===== src/rtl/dsm_capture_if.sv =====
// Bundle of capture/readback signals between the DSM stream, the test host and dsm_capture.
// The master drives stream samples and host commands; the slave is the capture buffer.
interface dsm_capture_if #(
  parameter int MOD_BITS = 4,
  parameter int SAMPLES  = 256,
  localparam int PTR_BITS = $clog2(SAMPLES)
);
  logic [MOD_BITS-1:0] dsm_bit;
  logic                dsm_valid;
  logic                start;
  logic                stop;
  logic                rd_req;
  logic                busy;
  logic                done;
  logic [PTR_BITS:0]   count;
  logic [MOD_BITS-1:0] rd_data;
  logic                rd_valid;
  logic                rd_last;
  logic                rd_err;
  logic                overflow;

  modport master (
    output dsm_bit, dsm_valid, start, stop, rd_req,
    input  busy, done, count, rd_data, rd_valid, rd_last, rd_err, overflow
  );

  modport slave (
    input  dsm_bit, dsm_valid, start, stop, rd_req,
    output busy, done, count, rd_data, rd_valid, rd_last, rd_err, overflow
  );
endinterface


===== src/rtl/dsm_capture.sv =====
// Capture buffer for the DSM output stream: records up to SAMPLES words, then replays them on request.
// Define DSM_CAPTURE_OVF_EN to build the sticky dropped-sample (overflow) detector.
//
//   state   | meaning
//   IDLE    | no record armed; reads are rejected
//   CAPTURE | writing dsm_valid samples into the RAM
//   FULL    | record complete; host reads it back, wrapping for replay
module dsm_capture #(
  parameter int MOD_BITS = 4,
  parameter int SAMPLES  = 256,
  localparam int PTR_BITS = $clog2(SAMPLES)
) (
  input logic             i_internal_clk,
  input logic             i_internal_rst,
  dsm_capture_if.slave    bus
);
  localparam logic [1:0] IDLE    = 2'd0;
  localparam logic [1:0] CAPTURE = 2'd1;
  localparam logic [1:0] FULL    = 2'd2;
  localparam int CNT_W = PTR_BITS + 1;
  localparam logic [PTR_BITS:0] LAST_CNT = CNT_W'(SAMPLES - 1);
  localparam logic [PTR_BITS:0] MAX_CNT  = CNT_W'(SAMPLES);

  logic [MOD_BITS-1:0] r_mem [SAMPLES];
  logic [1:0]          r_state;
  logic [PTR_BITS-1:0] r_wr_ptr;
  logic [PTR_BITS-1:0] r_rd_ptr;
  logic [PTR_BITS:0]   r_count;
  logic                r_busy;
  logic                r_done;
  logic [MOD_BITS-1:0] r_rd_data;
  logic                r_rd_valid;
  logic                r_rd_last;
  logic                r_rd_err;

  logic [1:0] w_state_nxt;
  logic       w_wr_en;
  logic       w_clr;
  logic       w_rd_go;
  logic       w_rd_last;

  always_comb begin
    w_state_nxt = r_state;
    w_wr_en     = 1'b0;
    w_clr       = 1'b0;
    case (r_state)
      IDLE: begin
        if (bus.start) begin
          w_state_nxt = CAPTURE;
          w_clr       = 1'b1;
        end
      end
      CAPTURE: begin
        if (bus.start) begin
          w_clr = 1'b1;
        end else begin
          w_wr_en = bus.dsm_valid;
          if (bus.stop || (bus.dsm_valid && r_count == LAST_CNT))
            w_state_nxt = FULL;
        end
      end
      FULL: begin
        if (bus.start) begin
          w_state_nxt = CAPTURE;
          w_clr       = 1'b1;
        end
      end
      default: w_state_nxt = IDLE;
    endcase
  end

  assign w_rd_go   = bus.rd_req && (r_state == FULL) && (r_count != '0);
  assign w_rd_last = ({1'b0, r_rd_ptr} == (r_count - CNT_W'(1)));

  // RAM contents survive reset on purpose; only pointers and count are cleared.
  always_ff @(posedge i_internal_clk) begin
    if (w_wr_en)
      r_mem[r_wr_ptr] <= bus.dsm_bit;
  end

  always_ff @(posedge i_internal_clk or posedge i_internal_rst) begin
    if (i_internal_rst) begin
      r_state    <= IDLE;
      r_wr_ptr   <= '0;
      r_rd_ptr   <= '0;
      r_count    <= '0;
      r_busy     <= 1'b0;
      r_done     <= 1'b0;
      r_rd_data  <= '0;
      r_rd_valid <= 1'b0;
      r_rd_last  <= 1'b0;
      r_rd_err   <= 1'b0;
    end else begin
      r_state <= w_state_nxt;
      r_busy  <= (w_state_nxt == CAPTURE);
      r_done  <= (w_state_nxt == FULL);

      if (w_clr) begin
        r_wr_ptr <= '0;
        r_count  <= '0;
      end else if (w_wr_en && r_count != MAX_CNT) begin
        r_wr_ptr <= r_wr_ptr + PTR_BITS'(1);
        r_count  <= r_count + CNT_W'(1);
      end

      if (w_state_nxt == FULL && r_state != FULL)
        r_rd_ptr <= '0;
      else if (w_rd_go)
        r_rd_ptr <= w_rd_last ? '0 : r_rd_ptr + PTR_BITS'(1);

      r_rd_valid <= w_rd_go;
      r_rd_err   <= bus.rd_req && !w_rd_go;
      r_rd_last  <= w_rd_go && w_rd_last;
      r_rd_data  <= w_rd_go ? r_mem[r_rd_ptr] : '0;
    end
  end

`ifdef DSM_CAPTURE_OVF_EN
  logic r_overflow;
  logic r_rec_done;

  always_ff @(posedge i_internal_clk or posedge i_internal_rst) begin
    if (i_internal_rst) begin
      r_overflow <= 1'b0;
      r_rec_done <= 1'b0;
    end else begin
      if (w_state_nxt == FULL)
        r_rec_done <= 1'b1;
      if (bus.start)
        r_overflow <= 1'b0;
      else if (bus.dsm_valid && (r_state == FULL || (r_state == IDLE && r_rec_done)))
        r_overflow <= 1'b1;
    end
  end

  assign bus.overflow = r_overflow;
`else
  assign bus.overflow = 1'b0;
`endif

  assign bus.busy     = r_busy;
  assign bus.done     = r_done;
  assign bus.count    = r_count;
  assign bus.rd_data  = r_rd_data;
  assign bus.rd_valid = r_rd_valid;
  assign bus.rd_last  = r_rd_last;
  assign bus.rd_err   = r_rd_err;
endmodule

===== src/flat_wrapper.sv =====
// flat-port wrapper written by rule: the top's interface ports become plain ports
module dsm_capture_flat 
#(
  parameter int MOD_BITS = 4,
  parameter int SAMPLES  = 256,
  localparam int PTR_BITS = $clog2(SAMPLES)
)
  (i_internal_clk, i_internal_rst, bus_dsm_bit, bus_dsm_valid, bus_start, bus_stop, bus_rd_req, bus_busy, bus_done, bus_count, bus_rd_data, bus_rd_valid, bus_rd_last, bus_rd_err, bus_overflow);
  dsm_capture_if #(.MOD_BITS(MOD_BITS), .SAMPLES(SAMPLES)) bus_i ();
  input logic i_internal_clk;
  input logic i_internal_rst;
  input wire logic [$bits(bus_i.dsm_bit)-1:0] bus_dsm_bit;
  input wire logic [$bits(bus_i.dsm_valid)-1:0] bus_dsm_valid;
  input wire logic [$bits(bus_i.start)-1:0] bus_start;
  input wire logic [$bits(bus_i.stop)-1:0] bus_stop;
  input wire logic [$bits(bus_i.rd_req)-1:0] bus_rd_req;
  output wire logic [$bits(bus_i.busy)-1:0] bus_busy;
  output wire logic [$bits(bus_i.done)-1:0] bus_done;
  output wire logic [$bits(bus_i.count)-1:0] bus_count;
  output wire logic [$bits(bus_i.rd_data)-1:0] bus_rd_data;
  output wire logic [$bits(bus_i.rd_valid)-1:0] bus_rd_valid;
  output wire logic [$bits(bus_i.rd_last)-1:0] bus_rd_last;
  output wire logic [$bits(bus_i.rd_err)-1:0] bus_rd_err;
  output wire logic [$bits(bus_i.overflow)-1:0] bus_overflow;
  assign bus_i.dsm_bit = bus_dsm_bit;
  assign bus_i.dsm_valid = bus_dsm_valid;
  assign bus_i.start = bus_start;
  assign bus_i.stop = bus_stop;
  assign bus_i.rd_req = bus_rd_req;
  assign bus_busy = bus_i.busy;
  assign bus_done = bus_i.done;
  assign bus_count = bus_i.count;
  assign bus_rd_data = bus_i.rd_data;
  assign bus_rd_valid = bus_i.rd_valid;
  assign bus_rd_last = bus_i.rd_last;
  assign bus_rd_err = bus_i.rd_err;
  assign bus_overflow = bus_i.overflow;
  dsm_capture #(.MOD_BITS(MOD_BITS), .SAMPLES(SAMPLES)) u_core (.i_internal_clk(i_internal_clk), .i_internal_rst(i_internal_rst), .bus(bus_i));
endmodule

===== config.mk =====
export PLATFORM = sky130hd
export DESIGN_NAME = dsm_capture_flat
export DESIGN_NICKNAME = d
export VERILOG_FILES = /design/src/rtl/dsm_capture_if.sv /design/src/rtl/dsm_capture.sv /design/src/flat_wrapper.sv
export SDC_FILE = /design/constraint.sdc
export NUM_CORES = 1
export LEC_CHECK = 0
export BUFFER_PORTS_ARGS = -buffer_cell sky130_fd_sc_hd__buf_2
export CORE_ASPECT_RATIO = 0.8
export CORE_MARGIN = 1.5
export CORE_UTILIZATION = 30
export DETAILED_ROUTE_END_ITERATION = 8
export SLEW_MARGIN = 20
export SYNTH_ARGS = -nofsm -noshare
export SYNTH_HDL_FRONTEND = slang
export SYNTH_SLANG_ARGS = --single-unit

===== constraint.sdc =====
create_clock -name i_internal_clk -period 2.9 [get_ports i_internal_clk]
set_input_delay 0.58 -clock i_internal_clk [delete_from_list [all_inputs] [get_ports i_internal_clk]]
set_output_delay 0.58 -clock i_internal_clk [all_outputs]
set_load 0.02 [all_outputs]

# == Yosys cells after proc, flatten, opt, wreduce, memory -nomap -nowiden ==
# Memory sizes are Yosys's and may differ from the RTL's.
# Index checks and enable logic that the tools add are counted.
# word_totals
regBits,36
ramBits,1024
in_bits,10
output_inout_bits,19
wordCells,56
mem_count,1
# memory_table
memory,depth,width,read_ports,rd_clocked_by_memory_dff,write_ports,line_no,rtl
u_core.r_mem,256,4,1,0,1,dsm_capture.sv:24,logic [MOD_BITS-1:0] r_mem [SAMPLES];
# classes
add_sub_neg,4
eq_ne,8
mux,18
n_reduce_logical,15
# op_table
cell,count
8-bit two-way mux,5
9-bit two-way mux,2
8-bit by 1-bit adder with 8-bit output (second input constant),2
9-bit by 1-bit adder with 9-bit output (second input constant),1
8-bit by 9-bit equality test with 1-bit output,1
9-bit by 8-bit equality test with 1-bit output (second input constant),1
9-bit inequality test (second input constant),1
9-bit nonzero test,1
9-bit by 1-bit subtractor with 9-bit output (second input constant),1
1-bit logical AND,7
1-bit two-way mux,6
2-bit two-way mux,3
2-bit by 1-bit equality test with 1-bit output (second input constant),2
2-bit equality test (second input constant),2
4-bit two-way mux,1
2-bit case mux with 2 select lines,1
2-bit nonzero test,2
3-bit OR reduction,1
2-bit logical NOT,1
2-bit inequality test (second input constant),1
2-bit OR reduction,1
1-bit logical NOT,1
1-bit logical OR,1

# == Logic depth before layout (Yosys ltp) ==
# Gate-level depths: netlist of the first run.
# logic_depth
depth_word,9
ltp_mapped,13
mapped_depth_nobuf,10

# == Least setup slack after synthesis of the first run ==
# No wires, ideal clock.
# synth_path
path_kind,reg2reg
startpoint,register u_core.r_count[0] (netlist: u_core.bus.count[0])
endpoint,register u_core.r_rd_ptr[3]
setup_ns,0.136
t_arrival_ns,2.176
t_required_ns,2.764
slack_ns,0.589
stages_incl_launch_ff,9
path_buffers,0
synth_period_minus_slack_ns,2.311
path_cell_list,dfrtp_1 inv_1 ha_1 nand2b_1 a21oi_1 o31ai_1 or4_4 o21ai_2 o211ai_1
# synth_between
elab_chain_len,9
elab_cells_between_ends,16
classes_between,add/sub: 1; eq/ne: 3; mux: 6; reduce/logical: 6
# synth_rtl
element,line_no,rtl
"start, declared",dsm_capture.sv:28,logic [PTR_BITS:0] r_count;
"start signal, assigned",dsm_capture.sv:103,r_count <= r_count + CNT_W'(1);
"parallel branches: the longest is 9 deep, another holds 9-bit by 1-bit subtractor with 9-bit output",n/a,
"end signal, assigned",dsm_capture.sv:109,r_rd_ptr <= w_rd_last ? '0 : r_rd_ptr + PTR_BITS'(1);
"end, declared",dsm_capture.sv:27,logic [PTR_BITS-1:0] r_rd_ptr;
# Several ways; the timed one is not identified. The select of a mux whose other input is x is not followed.
# A chain may end at the register's enable or synchronous reset.

# == Final worst setup path of the first run ==
# layout_path
startpoint,register u_core.r_rd_ptr[0]
endpoint,register u_core.r_rd_data[2] (netlist: u_core.bus.rd_data[2])
# layout_between
elab_chain_len,2
# layout_rtl
element,line_no,rtl
memory read 256 x 4 bit,n/a,
4-bit two-way mux,dsm_capture.sv:114,r_rd_data <= w_rd_go ? r_mem[r_rd_ptr] : '0;
"end signal, assigned",dsm_capture.sv:114,
"end, declared",dsm_capture.sv:31,logic [MOD_BITS-1:0] r_rd_data;
# No other way between the ends.

==> results.cfg, run 1 <==
[yosys]
synth_edf_count = 1024
async_reset_ff_frac = 0.0340
netlist_top_cells_area = edfxtp_1 72%, mux4_2 10%, nor2_1 2.7%, dfrtp_1 2.1%, mux2i_1 1.9%
ys_types = 69
yosysTopAreaCellShare = 0.717
synth-main-ff-cell = edfxtp_1
synthCells = 2274
syn-num-nets = 2293
muxShareOfSynthArea = 0.145
seq_area_frac_synth = 0.738
ys_ff_latch = 1060
synth_adder_area_share = 0.00263
avgSynthCellArea_um2 = 18.9
yosys.area_share.xor_xnor = 0.00490
synth_top_family_by_area = multiplexers
syn-cell-area_mm2 = 0.0429
synth_compound_area_frac = 0.0341
yosys.area_share.simple = 0.0489
synth_top_area_cell = edfxtp_1
yosysWarnings = 0

[worst_hold_path]
min_path_type = in -> async

[die]
num_rows = 123
die_area_mm2 = 0.145
ios = 29
core_mm2 = 0.141
die-height_um = 341
start_util = 0.304
die_w_um = 426

[run]
cap_violations = 0

[placement]
routabilityCongestion = 0.839
hpwlAfterDp_um = 69000
portBuffers = 27
post-place-cells = 4184

[setup_path]
cpMaxStageDelayCell = dfrtp_4
worstPathMaxFanout = 30
cp_cell_sequence = buf_12 > buf_12 > mux2i_2 > o221ai_1 > o22ai_1 > nor3_1 > buf_4 > a211oi_1 > o32ai_1
critPathArrivalTime_ns = 3.40
crit_path_end_kind = flip-flop
cp.required_ns = 3.45
cpPeakStageDelay_ns = 0.53
start_kind = flip-flop
setup.worst_path.class = reg -> reg
cp_common_cell = buf_12

[grt]
grt_pass1_vias = 21794
grtUsageTotal = 0.144
overflow = 0
grt_start_max_net_pins = 88
grt_antenna_before_repair = 6
grt_pass1_wl_um = 153000

[route]
drt_iter0_drc = 2657
num_vias = 22238
ant_nets = 0
drc = 0
viasPerCell = 5.08
wl_per_cell_um = 24.2
drt_wl_total_um = 106000
dr.pass1.iters = 6

[power]
ir_drop_mv = 0.489
comb_power_share = 0.045
swShare = 0.211
power.internal_w = 0.0249
netSwitchingPower_w = 0.00667
p_per_area_mw_per_mm2 = 641
power_frac_clock = 0.422
power.leakage_nw = 14.8
sequentialPowerShare = 0.533

[timing]
max_slew_margin = 0.539
fin_crit_sh = 0.984
clock_skew_ns = 0.0335
slew_violations = 0
rsz0062_at_grt = false
max_freq_ghz = 0.350
worstMarginPinSlew_ns = 0.691
fin_crit_ns = 2.85
setup_viol = 0
whs_ns = 0.0313
hold_viol = 0

[cts]
clock_path_buffers = 3
cts_hold_buffers = 0
cts_sinks = 1060
path_clk_slew_ns = 0.07
cts_tree = done
postCtsSetupBuffers = 0
clkLatencyLatePin_ns = 0.69
cts_buffers = 103
htree_levels = 3
root_buffer = clkbuf_16

[cells_and_area]
fin_nets = 2433
fin_cells = 4374
synthToLayoutAreaGrowth_pct = 14.7
final_cell_mix = 1024 x edfxtp_1, 306 x nor2_1, 199 x mux4_2
drive_gt1_frac = 0.231
final_common_cell = edfxtp_1

[outcome]
status = finished, final reports clean
==> power groups by stage <==
stage / sequential [W] / combinational, W / clock [W]
after detailed placement: 0.0171 / 0.00142 / 0
after global placement: 0.0171 / 0.00141 / 0
after floorplan: 0.0171 / 0.000932 / 0
after global routing: 0.0168 / 0.00151 / 0.0141
after CTS: 0.0168 / 0.00143 / 0.0135
final: 0.0168 / 0.00141 / 0.0133
==> critical path, delay by kind of cell (launching register included) <==
kind,cells,cell delay [ns]
AO/OA/AOI/OAI,4,1.06
buffers and inverters,3,0.63
flip-flops,1,0.53
multiplexers,1,0.36
AND/OR/NAND/NOR,1,0.11
==> Yosys cell counts, drive strengths merged, types with 4 or more instances <==
cell type / instances
xnor2: 8
nor2: 306
ha: 9
nand2b: 6
o21ai: 37
o211ai: 7
o221ai: 34
a21oi: 30
nor3: 16
o31ai: 5
inv: 12
a31oi: 9
nand4: 9
a211oi: 11
edfxtp: 1024
and2: 7
nand3b: 4
a22oi: 4
clkbuf: 69
and3: 4
o22ai: 37
mux2: 14
nand2: 78
or4: 4
or2: 5
mux4: 228
dfrtp: 36
or2b: 4
xor2: 16
o32ai: 4
mux2i: 80
a221oi: 13
a2111oi: 8
nand3: 19
nor2b: 13
buf: 73
==> stage by stage <==
step	util	power, W	setup WS [ns]	TNS [ns]	area (um2)
final	0.348	0.0315	0.0453	0	49200
after global routing	0.348	0.0324	0.0121	0	49200
after CTS	0.348	0.0318	0.0331	0	49100
after detailed placement	0.324	0.0186	-0.0435	-0.0435	45800
after global placement	0.324	0.0186	-0.0293	-0.0293	45800
after floorplan	-	0.0181	0.589	0	42900
==> final cells by class <==
type                            instances  area [um2]
Fill cell                           13140       92100
Sequential cell                      1060       31700
Multi-Input combinational cell       1056       10100
Clock buffer                          123        2730
Tap cell                             1875        2350
Timing Repair Buffer                  180        1670
Clock inverter                         65         611
Inverter                               13        48.8
Antenna cell                            2        5.00
==> timing repair <==
item / 4_1_cts / 5_1_grt
hold endpoints to repair: 0 / 0
setup endpoints to repair: 1 / 3
gates resized for setup: 1 / 7
pin swaps: 0 / 0
==> flip-flops by register name (all words and copies together) (netlist names) <==
name / count
u_core.bus.busy: 1
u_core.bus.count: 9
u_core.bus.done: 1
u_core.bus.rd_data: 4
u_core.bus.rd_err: 1
u_core.bus.rd_last: 1
u_core.bus.rd_valid: 1
u_core.r_mem: 1024
u_core.r_rd_ptr: 8
u_core.r_state: 2
u_core.r_wr_ptr: 8
==> routing by layer <==
metal	up-vias	global-route usage	wire, um
met5	-	0	0
met4	0	0.0350	2260
met3	136	0.0345	9810
met2	1000	0.206	45800
met1	11628	0.219	48200
li1	9474	-	-
==> cell families after synthesis <==
family | after synthesis
compound gates | 212
other cells | 1
flops | 1060
mux | 322
xor+xnor | 24
simple gates | 488
fa+ha+maj | 9
buf+inv | 158
==> worst paths after layout <==
check | start | endpoint | slack [ns] | cells after the start
max | u_core.r_rd_ptr[0] | u_core.bus.rd_data[2] | 0.05 | 9
min | i_internal_rst | u_core.r_wr_ptr[5] | 0.03 | 3
max reg2reg | u_core.r_rd_ptr[0] | u_core.bus.rd_data[2] | 0.05 | 9
min reg2reg | u_core.r_state[1] | u_core.r_state[0] | 0.59 | 1
max in group asynchronous | i_internal_rst | u_core.r_rd_ptr[0] | 2.44 | 3
min in group i_internal_clk | bus_rd_req | u_core.bus.rd_err | 0.16 | 2
No activity file was read; power rests on OpenSTA's default activity.
==> inputs of run 2 (changes only) <==
PLACE_DENSITY_LB_ADDON = 0.3   (was default)
==> results.cfg, run 2 (synthesized netlist as in run 1, its figures left out) <==
[outcome]
status = finished, final reports clean

[route]
drc = 0
routed-wl-met2_um = 50700
drt_iter0_drc = 2529
drt-met1-wl_um = 50400
drt_wl_total_um = 112000
viasPerCell = 5.13
num_vias = 22443
wl_per_cell_um = 25.5
dr.pass1.iters = 7
top_layer = met5
met3_length_um = 8180
ant_nets = 0

[cells_and_area]
synthToLayoutAreaGrowth_pct = 14.6
fill_cells = 13217
regMostFlops = u_core.r_mem
final_common_cell = edfxtp_1
largest_reg_flops = 1024
stdcell_area_mm2 = 0.0491
fin_nets = 2434
ff_latch_area_mm2 = 0.0317
fin_cells = 4372
drive_gt1_frac = 0.225
diodes = 0
final_cell_mix = 1024 x edfxtp_1, 306 x nor2_1, 199 x mux4_2
multi_input_area_mm2 = 0.0101

[cts]
cts_sinks = 1060
cts_tree = done
cts_buffers = 97
clkLatencyLatePin_ns = 0.70
path_clk_slew_ns = 0.07
clock_path_buffers = 3
root_buffer = clkbuf_16
htree_levels = 3

[timing]
fin_crit_ns = 2.83
fin_crit_sh = 0.977
setup_viol = 0
max_slew_margin = 0.497
clock_skew_ns = 0.0176
whs_ns = 0.119
max_freq_ghz = 0.353
hold_viol = 0
fin_ws_ns = 0.0681
slew_violations = 0
worstMarginPinSlew_ns = 0.753

[placement]
post-place-cells = 4184
hpwlAfterDp_um = 73100
routabilityCongestion = 0.848
portBuffers = 27
dpl-instance-area_mm2 = 0.0459
place_ws_ns = -0.175

[power]
ir_drop_mv = 0.492
p_per_area_mw_per_mm2 = 636
power.leakage_nw = 14.8
power_w = 0.0313

[setup_path]
cp.required_ns = 3.47
setup.worst_path.class = reg -> reg
worstPathMaxFanout = 40
start_kind = flip-flop
critPathArrivalTime_ns = 3.40
crit_path_end_kind = flip-flop

[die]
die_area_mm2 = 0.145
start_util = 0.304
core_mm2 = 0.141
num_rows = 123
die_w_um = 426
ios = 29
die-height_um = 341

[grt]
overflow = 0
grt_antenna_before_repair = 2
grt_pass1_wl_um = 162000
grt_pass1_vias = 22715
grt_start_max_net_pins = 99
grtUsageTotal = 0.153

[run]
cap_violations = 0

[worst_hold_path]
min_path_type = in -> reg
## run 2: changes by cell type in the layout (fill, tap and decap cells not counted), sizes merged
cell | before | now
dlygate4sd3 | 0 | 1
clkbuf | 127 | 119
inv | 18 | 16
clkinv | 36 | 48
buf | 176 | 185
clkinvlp | 16 | 3
bufinv | 8 | 9
diode | 2 | 0
## run 2: stage by stage
step / utilization / setup TNS (ns)
detailed placement: 0.325 / -0.175
floorplan: - / 0
global route: 0.348 / -0.00469
CTS: 0.347 / 0
global placement: 0.325 / -0.212
finish: 0.348 / 0
## run 2: critical path: stages (launching register included)
cell and delay, ns:
dfrtp_4 0.65, buf_12 0.28, mux4_2 0.41, mux4_2 0.50
a211oi_2 0.26, buf_4 0.16, or4_1 0.21, o32ai_1 0.11
## run 2: worst paths after layout
check                                        start                    end  slack, ns  depth (start not counted)
worst max-delay path            u_core.r_rd_ptr[1]  u_core.bus.rd_data[0]       0.07                          7
worst min-delay path                    bus_rd_req      u_core.bus.rd_err       0.12                          2
worst max register to register  u_core.r_rd_ptr[1]  u_core.bus.rd_data[0]       0.07                          7
worst min register to register   u_core.r_state[1]        u_core.bus.busy       0.59                          1
max in group asynchronous           i_internal_rst     u_core.r_rd_ptr[1]       1.90                          4
min in group asynchronous           i_internal_rst    u_core.bus.count[3]       0.56                          4
## run 2: power by group
| group | leakage, nW | switching (W) | internal [W] |
|---|---|---|---|
| Sequential | 9.68 | 0.0000273 | 0.0168 |
| Combinational | 3.59 | 0.000857 | 0.000637 |
| Clock | 1.56 | 0.00570 | 0.00725 |
## run 2: what timing repair did
action / CTS / global route
endpoints found under the setup margin: 1 / 3
setup buffers: 0 / 5
gates resized for setup: 2 / 7
cloned: 0 / 1
hold buffers: 1 / 0
hold endpoints to repair: 36 / 0
## run 2: layout make-up
| type | count | area share |
|---|---|---|
| multi-input combinational | 1056 | 0.206 |
| timing repair buffer | 187 | 0.0364 |
| sequential | 1060 | 0.644 |
| tap | 1875 | 0.0477 |
| inverter | 13 | 0.000993 |
| clock inverter | 63 | 0.0109 |
| clock buffer | 118 | 0.0536 |
## run 2: metal layers
metal | vias to the layer above | GRT usage
met2 | 840 | 0.231
met5 | - | 0
met1 | 11959 | 0.224
met3 | 155 | 0.0326
li1 | 9485 | -
met4 | 4 | 0.0337
==> inputs of run 3 (changes only) <==
clock period = 3.3 ns   (was 2.9 ns; I/O delays follow)
==> results.cfg, run 3 (synthesized netlist as in run 1, its figures left out) <==
[power]
swShare = 0.211
power.leakage_nw = 14.7
ir_drop_mv = 0.420
power_frac_clock = 0.423
sequentialPowerShare = 0.532
netSwitchingPower_w = 0.00586
comb_power_share = 0.045
power.internal_w = 0.0219
p_per_area_mw_per_mm2 = 569

[setup_path]
crit_path_end = u_core.bus.rd_data[3]
worstPathMaxFanout = 28
cpMaxStageDelayCell = a211oi_1
cp_num_cells = 7
cp.required_ns = 3.86
cpPeakStageDelay_ns = 0.72
critPathArrivalTime_ns = 3.78
r2r_slack_ns = 0.09
start_kind = flip-flop
setup.worst_path.class = reg -> reg
cp_cell_sequence = buf_12 > buf_4 > mux4_1 > mux4_2 > a211oi_1 > or4_1 > o32ai_1
cp_top_family = multiplexers
ff2ff_path_depth = 7
worst_r2r_endpoint = u_core.bus.rd_data[3]
crit_buf_inv = 2
r2r-start = u_core.r_rd_ptr[0]
crit_path_end_kind = flip-flop
cp-startpoint = u_core.r_rd_ptr[0]

[route]
drt_wl_total_um = 111000
drc = 0
wl_per_cell_um = 25.6
dr.pass1.iters = 5
ant_nets = 0
viasPerCell = 5.10
num_vias = 22178
drt_iter0_drc = 2467

[timing]
setup_tns_ns = 0
max_freq_ghz = 0.311
fin_crit_ns = 3.21
max_slew_margin = 0.418
rsz0062_at_grt = false
slew_violations = 0
whs_ns = 0.0743
hold_viol = 0
fin_crit_sh = 0.974
fin_ws_ns = 0.0851
setup_viol = 0
clock_skew_ns = 0.0217
worstMarginPinSlew_ns = 0.851

[die]
start_util = 0.304
die_w_um = 426
core_mm2 = 0.141
die_area_mm2 = 0.145
ios = 29
die-height_um = 341
num_rows = 123

[cts]
cts_sinks = 1060
clkLatencyLatePin_ns = 0.71
cts_buffers = 99
root_buffer = clkbuf_16
cts_resized = 0
htree_levels = 3
path_clk_slew_ns = 0.07
cts_hold_buffers = 0
postCtsSetupBuffers = 0
cts_tree = done
clock_path_buffers = 3

[cells_and_area]
fin_nets = 2405
fill_cells = 13160
fin_util = 0.346
final_cell_mix = 1024 x edfxtp_1, 306 x nor2_1, 199 x mux4_2
final_common_cell = edfxtp_1
multi_input_area_mm2 = 0.0101
largest_reg_flops = 1024
ff_latch_area_mm2 = 0.0317
regMostFlops = u_core.r_mem
synthToLayoutAreaGrowth_pct = 13.9
drive_gt1_frac = 0.213

[placement]
hpwlAfterDp_um = 72000
place_ws_ns = 0.199
routabilityCongestion = 0.826
portBuffers = 27

[grt]
grt_pass1_vias = 22810
grt_pass1_wl_um = 162000
grt_antenna_before_repair = 3
grtUsageTotal = 0.153
grt_start_max_net_pins = 89
overflow = 0

[run]
cap_violations = 0

[outcome]
status = finished, final reports clean

[worst_hold_path]
min_path_type = in -> async
==> run 3: cell types whose count changed in the layout (fill, tap and decap cells not counted), sizes merged <==
| cell | before | now |
|---|---|---|
| clkinv | 48 | 47 |
| bufinv | 9 | 12 |
| diode | 0 | 1 |
| inv | 16 | 18 |
| buf | 185 | 156 |
| dlygate4sd3 | 1 | 0 |
==> run 3: worst min-delay path by stage <==
| stage | from | endpoint |
|---|---|---|
| after floorplan | u_core.r_wr_ptr[3] | u_core.r_wr_ptr[3] |
| final | i_internal_rst | u_core.bus.count[0] |
| after detailed placement | u_core.r_state[0] | u_core.bus.busy |
| after CTS | i_internal_rst | u_core.bus.count[6] |
| after global routing | i_internal_rst | u_core.bus.count[7] |
| after global placement | u_core.r_state[1] | u_core.bus.busy |
==> run 3: worst register-to-register path, delay by kind of cell, from the launching register on <==
kind / cells / cell delay [ns]
AOI/OAI and AO/OA: 2 / 0.80
buffers and inverters: 2 / 0.55
DFF: 1 / 0.44
muxes: 2 / 1.02
and+or+nand+nor: 1 / 0.26
==> run 3: cell type report <==
type	count	share of cell area
sequential	1060	0.648
clock buffer	119	0.0540
clock inverter	67	0.0134
inverter	13	0.000999
tap	1875	0.0480
multi-input combinational	1056	0.206
timing repair buffer	156	0.0290
antenna	1	0.0000512
==> run 3: per-layer routing <==
metal  global-route usage  routed length [um]  vias up
met5                    0                   0        -
met4               0.0423                2660        0
met3               0.0416                9390      145
met2                0.230               50100      893
met1                0.218               49300    11706
li1                     -                   -     9434
==> run 3: stage by stage <==
step           total power (W)  cells  area, um2
2_1_floorplan           0.0159   2274      42900
4_1_cts                 0.0280   4346      48800
5_1_grt                 0.0286   4347      48900
3_5_place_dp            0.0163   4160      45600
6_report                0.0278   4347      48900
3_3_place_gp            0.0163   4160      45600
==> run 3: power by group through the flow <==
stage	logic, W	clock network, W	registers [W]
4_1_cts	0.00127	0.0120	0.0148
6_report	0.00125	0.0117	0.0148
5_1_grt	0.00135	0.0125	0.0148
3_3_place_gp	0.00124	0	0.0151
3_5_place_dp	0.00127	0	0.0151
2_1_floorplan	0.000819	0	0.0151
